### config.mk
export PLATFORM = sky130hd
export DESIGN_NAME = equalizer_input_stage
export DESIGN_NICKNAME = d
export VERILOG_FILES = /design/src/rtl/equalizer_input_stage.sv
export SDC_FILE = /design/constraint.sdc
export NUM_CORES = 1
export LEC_CHECK = 0
export ABC_AREA = 1
export BUFFER_PORTS_ARGS = -buffer_cell sky130_fd_sc_hd__buf_2
export CAP_MARGIN = 20
export CORE_UTILIZATION = 55
export CTS_CLUSTER_DIAMETER = 100
export DETAILED_ROUTE_END_ITERATION = 7
export PLACE_DENSITY = 0.75
export SYNTH_ARGS = -nofsm -noshare
export SYNTH_HDL_FRONTEND = slang
export SYNTH_SLANG_ARGS = --single-unit
### constraint.sdc
create_clock -name clk -period 4.9 [get_ports clk]
set_input_delay 0.98 -clock clk [delete_from_list [all_inputs] [get_ports clk]]
set_output_delay 0.98 -clock clk [all_outputs]
set_load 0.005 [all_outputs]
### src/rtl/equalizer_input_stage.sv
// ----------------------------------------------------------------------------
// equalizer_input_stage
//
// Purpose:
//   Upstream sample-delivery stage for the 8-band equalizer. Source samples
//   arrive over a valid/ready handshake and are buffered in a small FIFO.
//   Once enough samples are buffered (priming), one sample is presented on
//   filter_in every SAMPLE_PERIOD clocks. clk_enable drives the equalizer's
//   global enable. If a sample slot finds the FIFO empty, zero is sent and
//   the sticky underrun flag is raised.
//
// Ports:
//   clk            in   system clock, rising edge
//   rst            in   asynchronous active-high reset
//   enable         in   run request (level)
//   in_valid       in   source sample valid
//   in_ready       out  FIFO can accept a sample (not full)
//   in_data        in   signed source sample
//   filter_in      out  signed sample to the equalizer (registered)
//   clk_enable     out  equalizer global enable (registered)
//   sample_strobe  out  one-cycle pulse with each new filter_in value
//   fifo_level     out  current FIFO occupancy
//   underrun       out  sticky: a sample slot found the FIFO empty
//   underrun_clear in   synchronous clear of underrun
// ----------------------------------------------------------------------------
module equalizer_input_stage #(
    parameter int FILTER_IN_BITS = 16,
    parameter int FIFO_DEPTH     = 16,
    parameter int SAMPLE_PERIOD  = 64,
    parameter int PRIME_LEVEL    = 4
) (
    input  logic                             clk,
    input  logic                             rst,
    input  logic                             enable,
    input  logic                             in_valid,
    output logic                             in_ready,
    input  logic signed [FILTER_IN_BITS-1:0] in_data,
    output logic signed [FILTER_IN_BITS-1:0] filter_in,
    output logic                             clk_enable,
    output logic                             sample_strobe,
    output logic [$clog2(FIFO_DEPTH):0]      fifo_level,
    output logic                             underrun,
    input  logic                             underrun_clear
);

    localparam int ADDR_W  = $clog2(FIFO_DEPTH);
    localparam int LEVEL_W = ADDR_W + 1;
    localparam int COUNT_W = $clog2(SAMPLE_PERIOD);

    localparam logic [LEVEL_W-1:0] LEVEL_FULL  = LEVEL_W'(FIFO_DEPTH);
    localparam logic [LEVEL_W-1:0] LEVEL_PRIME = LEVEL_W'(PRIME_LEVEL);
    localparam logic [COUNT_W-1:0] COUNT_LAST  = COUNT_W'(SAMPLE_PERIOD - 1);

    typedef enum logic [1:0] {
        IDLE  = 2'd0,
        PRIME = 2'd1,
        RUN   = 2'd2
    } StageState;

    // FIFO storage and bookkeeping
    logic signed [FILTER_IN_BITS-1:0] r_mem [FIFO_DEPTH];
    logic [ADDR_W-1:0]                r_wrPtr;
    logic [ADDR_W-1:0]                r_rdPtr;
    logic [LEVEL_W-1:0]               r_level;

    // Control state
    StageState                        r_state;
    StageState                        w_nextState;
    logic [COUNT_W-1:0]               r_count;

    // Output registers
    logic signed [FILTER_IN_BITS-1:0] r_filterIn;
    logic                             r_clkEnable;
    logic                             r_sampleStrobe;
    logic                             r_underrun;

    // Internal strobes
    logic                             w_full;
    logic                             w_empty;
    logic                             w_push;
    logic                             w_pop;
    logic                             w_slot;
    logic                             w_primed;
    logic signed [FILTER_IN_BITS-1:0] w_head;

    // Occupancy-derived flags. in_ready looks only at the current level, so
    // a full FIFO refuses data even in a cycle where a pop frees an entry.
    assign w_full   = (r_level == LEVEL_FULL);
    assign w_empty  = (r_level == '0);
    assign w_primed = (r_level >= LEVEL_PRIME);
    assign w_push   = in_valid && !w_full;
    assign w_head   = r_mem[r_rdPtr];

    // A slot is the counter==0 cycle in RUN. It is suppressed when enable has
    // just dropped, so filter_in keeps its last value as we fall back to IDLE.
    assign w_slot = (r_state == RUN) && (r_count == '0) && enable;
    assign w_pop  = w_slot && !w_empty;

    // Sample storage. Contents need no reset: emptiness is tracked by the
    // pointers and level, which are reset.
    always_ff @(posedge clk) begin
        if (w_push) begin
            r_mem[r_wrPtr] <= in_data;
        end
    end

    // FIFO pointers and level. Pointers wrap naturally because the depth is a
    // power of two. A simultaneous push and pop leaves the level unchanged.
    always_ff @(posedge clk or posedge rst) begin
        if (rst) begin
            r_wrPtr <= '0;
            r_rdPtr <= '0;
            r_level <= '0;
        end else begin
            if (w_push) begin
                r_wrPtr <= r_wrPtr + ADDR_W'(1);
            end
            if (w_pop) begin
                r_rdPtr <= r_rdPtr + ADDR_W'(1);
            end
            case ({w_push, w_pop})
                2'b10:   r_level <= r_level + LEVEL_W'(1);
                2'b01:   r_level <= r_level - LEVEL_W'(1);
                default: r_level <= r_level;
            endcase
        end
    end

    // State register.
    always_ff @(posedge clk or posedge rst) begin
        if (rst) begin
            r_state <= IDLE;
        end else begin
            r_state <= w_nextState;
        end
    end

    // Next-state logic. Dropping enable returns to IDLE from any state;
    // priming completes as soon as the buffered level reaches PRIME_LEVEL.
    always_comb begin
        w_nextState = r_state;
        case (r_state)
            IDLE: begin
                if (enable) begin
                    w_nextState = PRIME;
                end
            end
            PRIME: begin
                if (!enable) begin
                    w_nextState = IDLE;
                end else if (w_primed) begin
                    w_nextState = RUN;
                end
            end
            RUN: begin
                if (!enable) begin
                    w_nextState = IDLE;
                end
            end
            default: begin
                w_nextState = IDLE;
            end
        endcase
    end

    // Period counter: free-runs only while staying in RUN, so every entry
    // into RUN (and every return to IDLE) starts from zero and the first
    // RUN cycle is a slot.
    always_ff @(posedge clk or posedge rst) begin
        if (rst) begin
            r_count <= '0;
        end else if ((r_state == RUN) && (w_nextState == RUN)) begin
            if (r_count == COUNT_LAST) begin
                r_count <= '0;
            end else begin
                r_count <= r_count + COUNT_W'(1);
            end
        end else begin
            r_count <= '0;
        end
    end

    // Sample delivery. An empty FIFO at a slot sends zero instead of the
    // head; the strobe fires for every slot either way.
    always_ff @(posedge clk or posedge rst) begin
        if (rst) begin
            r_filterIn     <= '0;
            r_sampleStrobe <= 1'b0;
        end else begin
            r_sampleStrobe <= w_slot;
            if (w_slot) begin
                r_filterIn <= w_empty ? '0 : w_head;
            end
        end
    end

    // Equalizer enable: rises together with the first sample load and falls
    // on the edge that takes us back to IDLE.
    always_ff @(posedge clk or posedge rst) begin
        if (rst) begin
            r_clkEnable <= 1'b0;
        end else if (w_nextState == IDLE) begin
            r_clkEnable <= 1'b0;
        end else if (w_slot) begin
            r_clkEnable <= 1'b1;
        end
    end

    // Sticky underrun flag; a new underrun takes priority over a clear
    // request in the same cycle so no event is ever lost.
    always_ff @(posedge clk or posedge rst) begin
        if (rst) begin
            r_underrun <= 1'b0;
        end else if (w_slot && w_empty) begin
            r_underrun <= 1'b1;
        end else if (underrun_clear) begin
            r_underrun <= 1'b0;
        end
    end

    assign in_ready      = !w_full;
    assign filter_in     = r_filterIn;
    assign clk_enable    = r_clkEnable;
    assign sample_strobe = r_sampleStrobe;
    assign fifo_level    = r_level;
    assign underrun      = r_underrun;

endmodule

# After elaboration in Yosys (flattened, before gate mapping)
# Memories as Yosys holds them, arrays and structs flattened.
# Cells that the tools add are included.
[word_totals] ff_bits=40 mem_bits_rw=256 in_bits=21 output_inout_bits=25 elab_cells=53 n_memories=1
[memory_table] memory="r_mem" words=16 word_bits=16 read_ports=1 rd_clocked_by_memory_dff=0 write_ports=1 line_no="61" text="logic signed [FILTER_IN_BITS-1:0] r_mem [FIFO_DEPTH];"
[op_classes] n_addsub=5 magnitude_cmp=1 eq_ne=7 muxes=15 n_reduce_logical=15
[op_table] operator="16-bit two-way mux" n=1
[op_table] operator="6-bit two-way mux" n=2
[op_table] operator="5-bit case mux with 2 select lines" n=1
[op_table] operator="4-bit by 1-bit adder with 4-bit output, second input constant" n=2
[op_table] operator="2-bit two-way mux" n=4
[op_table] operator="6-bit by 1-bit adder with 6-bit output, second input constant" n=1
[op_table] operator="2-bit equality test, second input constant" n=3
[op_table] operator="6-bit equality test, second input constant" n=1
[op_table] operator="1-bit logical AND" n=6
[op_table] operator="6-bit logical NOT" n=1
[op_table] operator="1-bit two-way mux" n=6
[op_table] operator="2-bit case mux with 3 select lines" n=1
[op_table] operator="2-bit nonzero test" n=3
[op_table] operator="5-bit by 1-bit adder with 5-bit output, second input constant" n=1
[op_table] operator="5-bit equality test, second input constant" n=1
[op_table] operator="5-bit by 3-bit >= comparator with 1-bit output, second input constant" n=1
[op_table] operator="5-bit logical NOT" n=1
[op_table] operator="5-bit by 1-bit subtractor with 5-bit output, second input constant" n=1
[op_table] operator="2-bit by 1-bit equality test with 1-bit output, second input constant" n=2
[op_table] operator="2-bit logical NOT" n=2
[op_table] operator="1-bit logical NOT" n=2

# Logic depth before layout (Yosys ltp)
[logic_depth] word_depth=7 depth_mapped=18 ltp_nobuf=17

# Least setup slack after synthesis
# OpenSTA, ideal clock, no wires.
[synth_timing] kind="input port to flip-flop" startpoint="input port enable" endpoint="register r_level[4], in the netlist fifo_level[4]" setup_time_ps=117 t_arrival_ps=2603 required_ps=4783 path_slack_ps=2181 path_stages=15 path_buffers=1 cell_sequence="nand2_1 -> nor2_2 -> nand2_2 -> clkinv_2 -> buf_6 -> ha_1 -> inv_1 -> fa_1 -> inv_1 -> nand2_1 -> nand2_1 -> a21oi_1 -> xor2_1 -> nand2_1 -> nand2_1"
[synth_via] elab_chain_len=4 elab_cells_between_ends=6 classes_between="2 x eq/ne; 1 x mux; 3 x reduce/logical"
[synth_rtl] element="start: declaration" line_no="34" text="input logic enable,"
[synth_rtl] element="1-bit logical AND *" line_no="96" text="assign w_slot = (r_state == RUN) && (r_count == '0) && enable;"
[synth_rtl] element="named net w_slot" line_no="82" text="logic w_slot;"
[synth_rtl] element="1-bit logical AND *" line_no="97" text="assign w_pop = w_slot && !w_empty;"
[synth_rtl] element="named net w_pop" line_no="81" text="logic w_pop;"
[synth_rtl] element="2-bit by 1-bit equality test with 1-bit output or 2-bit equality test (tied branches)" line_no="121" text="case ({w_push, w_pop})"
[synth_rtl] element="5-bit case mux with 2 select lines or 2-bit nonzero test (tied branches)"
[synth_rtl] element="end signal: assignment" line_no="122" text="2'b10: r_level <= r_level + LEVEL_W'(1);"
[synth_rtl] element="end signal: assignment" line_no="123" text="2'b01: r_level <= r_level - LEVEL_W'(1);"
[synth_rtl] element="end signal: assignment" line_no="124" text="default: r_level <= r_level;"
[synth_rtl] element="end: declaration" line_no="64" text="logic [LEVEL_W-1:0] r_level;"
# Mark *: on every way through the listed nets, which the timed path passes. The rest lies on a longest branch.
# A chain may end at the register's enable or synchronous reset.

# Worst setup path in the final report
[layout_timing] startpoint="register r_count[0]" endpoint="register r_level[4], in the netlist fifo_level[4]"
[layout_via] elab_chain_len=6 elab_cells_between_ends=8 classes_between="2 x eq/ne; 1 x mux; 5 x reduce/logical"
[layout_rtl] element="start: declaration" line_no="69" text="logic [COUNT_W-1:0] r_count;"
[layout_rtl] element="start signal: assignment" line_no="176" text="r_count <= r_count + COUNT_W'(1);"
[layout_rtl] element="6-bit logical NOT *" line_no="96"
[layout_rtl] element="1-bit logical AND * (2 in a row)" line_no="96"
[layout_rtl] element="named net w_slot" line_no="82"
[layout_rtl] element="1-bit logical AND *" line_no="97"
[layout_rtl] element="2-bit by 1-bit equality test with 1-bit output or 2-bit equality test (tied branches)" line_no="121"
[layout_rtl] element="5-bit case mux with 2 select lines or 2-bit nonzero test (tied branches)"
# Marks and branches as above.

==> flow_summary.toml <==
[grt]
antenna_found_initial = 2
overflow = 0
grt_max_degree = 105
grt_pass1_wl_um = 44700
track_usage_pct = 25.1
grt_pass1_vias = 8218

[layout]
drive_above_1_share_pct = 11.7
final_cell_mix = "nand2_1 (395), edfxtp_1 (256), nand3_1 (140)"
final_common_cell = "nand2_1"
finish.net_count = 1235
syn_to_final_growth_pct = 12.4
diodes = 0
utilization_pct = 63.9

[synthesis]
ys.flop_type = "edfxtp_1"
syn_nets = 1186
ys.warnings.count = 0
synth_cell_type_count = 33
syn_inst = 1153
yosys.area.top_type = "edfxtp_1"
netlist_top_cells_area = "edfxtp_1 (61%), nand2_1 (12%), dfrtp_1 (8.0%), nand3_1 (5.6%), inv_1 (3.6%)"
avgSynthCellArea_sq_um = 10.9
synth_edf_count = 256
yosysTopAreaCellShare_pct = 61.2
ys_seq_area_share_pct = 69.2
synth_seq_cells = 296
synth_area_sq_um = 12600
synthArstFlopShare_pct = 13.5

[floorplan]
rows = 54
initial_core_util_pct = 56.8
io_pins = 46
core_sq_um = 22100
die_area_sq_um = 23400
die_h_um = 153
die_w_um = 153

[setup_path]
critPathCaptureType = "flip-flop"
startpoint_type = "flip-flop"
cp.arrival_ns = 3.36
crit_fanout = 21
worstSetupPathType = "flip-flop to flip-flop"
rrSetupSlack_ns = 1.97
crit_required_ns = 5.34
r2r_end = "fifo_level[4]"
ff2ff_path_depth = 17
r2r_start = "r_count[0]"

[routing]
wire_per_inst_um = 19.0
vias_per_cell = 5.55
wirelength_um = 28600
drc = 0
drtIter0Drc = 754
drt_first_pass_iters = 6
vias = 8347
postRouteAntennaNets = 0

[power]
p_per_area_nw_per_um2 = 560
power_leakage_nw = 5.91
vdd_drop_max_mv = 0.402

[timing]
drv_slew = 0
fin_ws_ns = 1.97
rsz0062_at_grt = "false"
final-hold-violation-count = 0
fin_crit_sh_pct = 59.7
finalSetupTns_ns = 0
setup_viol_count_final = 0
relSlewSlack_pct = 21.0
skew_ns = 0.00768
worstMarginPinSlew_ns = 1.18
period_needed_ns = 2.93
max_freq_mhz = 342

[cts]
clock_sinks = 296
cts_hold_buf = 0
cts_tree = "yes"
insertion_delay_ns = 0.55
h-tree-depth = 1
cts_root_buffer = "clkbuf_16"
cts_buffers = 29
cts_resized = 0
clk_pin_slew_ns = 0.06
clk_path_buf_depth = 3
post_cts.repair.setup_buffers = 0

[worst_hold_path]
min_path_type = "flip-flop to flip-flop"
hold_depth = 2
hold_start = "filter_in[13]"
hold_end = "filter_in[13]"

[outcome]
status = "finished, final reports clean"

[run]
maxCapViolCount = 0

[placed_design]
pre_cts_slack_ns = 1.74
port_buffers = 45
gp_congestion = 0.829
place_hpwl_um = 16700
==> kinds of logic after synthesis <==
family | synth area share (%)
AND/OR/NAND/NOR | 20.5
flip-flops | 69.2
buffers and inverters | 6.52
AO/OA/AOI/OAI | 1.85
adder cells (fa/ha/maj) | 1.26
XOR/XNOR | 0.628
==> stage by stage <==
| step | total power, mW | area [sq um] | cells | hold slack (ns) |
|---|---|---|---|---|
| after global placement | 5.61 | 12900 | 1438 | 0.460 |
| final | 7.91 | 14100 | 1505 | 0.477 |
| after CTS | 7.86 | 14000 | 1500 | 0.478 |
| after global routing | 8.35 | 14100 | 1505 | 0.482 |
| after detailed placement | 5.70 | 13100 | 1446 | 0.462 |
| after floorplan | 5.02 | 12600 | 1153 | 0.444 |
==> worst max path at each step <==
stage,end,cells past startpoint,startpoint
2_1_floorplan,fifo_level[4],15,enable
3_3_place_gp,fifo_level[4],15,enable
3_5_place_dp,fifo_level[4],15,enable
4_1_cts,fifo_level[4],17,r_count[0]
5_1_grt,filter_in[2],9,r_rdPtr[2]
6_report,fifo_level[4],17,r_count[0]
==> per-layer routing <==
metal  track usage [%]  routed length (um)
met5                 0                  22
met2              40.1               13500
met4              10.2                 995
met1              33.9               11500
met3              4.93                2530
==> critical path, stage by stage, from the launching register on <==
cell	delay [ns]
dfrtp_1	0.43
inv_1	0.08
ha_1	0.15
nor3b_2	0.21
nand3_1	0.11
nor2_2	0.13
nand2_2	0.10
clkinv_2	0.29
ha_1	0.35
inv_1	0.08
fa_1	0.38
inv_1	0.07
nand2_1	0.06
nand2_1	0.06
a21oi_1	0.06
xor2_1	0.14
nand2_1	0.06
nand2_1	0.05
==> cells in the mapped netlist, types with 2 or more instances <==
| library cell | n |
|---|---|
| nand2_1 | 395 |
| nand3_1 | 140 |
| o211ai_1 | 11 |
| nand3b_1 | 11 |
| buf_2 | 23 |
| xnor2_1 | 3 |
| inv_1 | 122 |
| edfxtp_1 | 256 |
| inv_2 | 3 |
| nor3_1 | 3 |
| ha_1 | 11 |
| xor2_1 | 6 |
| buf_1 | 2 |
| a21oi_1 | 4 |
| o21ai_0 | 17 |
| clkbuf_1 | 8 |
| nand4_1 | 2 |
| buf_6 | 13 |
| nor2_1 | 63 |
| nand2_2 | 2 |
| dfrtp_1 | 40 |
| nor2_2 | 2 |
| buf_4 | 6 |
==> sequential cells by signal, indices dropped and copies added (netlist names) <==
signal / cells
r_state: 2
sample_strobe: 1
underrun: 1
r_wrPtr: 4
filter_in: 16
clk_enable: 1
r_rdPtr: 4
r_mem: 256
fifo_level: 5
r_count: 6
==> where the power goes <==
group,internal (mW),total [mW],switching [mW]
clock,1.25,2.18,0.924
sequential,3.09,3.33,0.240
combinational,0.770,2.41,1.64
total,5.11,7.91,2.80
==> final cells by class <==
cell class | count | area, sq um
Inverter | 126 | 475
Sequential cell | 296 | 8690
Fill cell | 1645 | 7980
Clock buffer | 38 | 833
Tap cell | 280 | 350
Multi-Input combinational cell | 679 | 3090
Clock inverter | 16 | 110
Timing Repair Buffer | 70 | 566
Power figures use the tool's default switching activity.
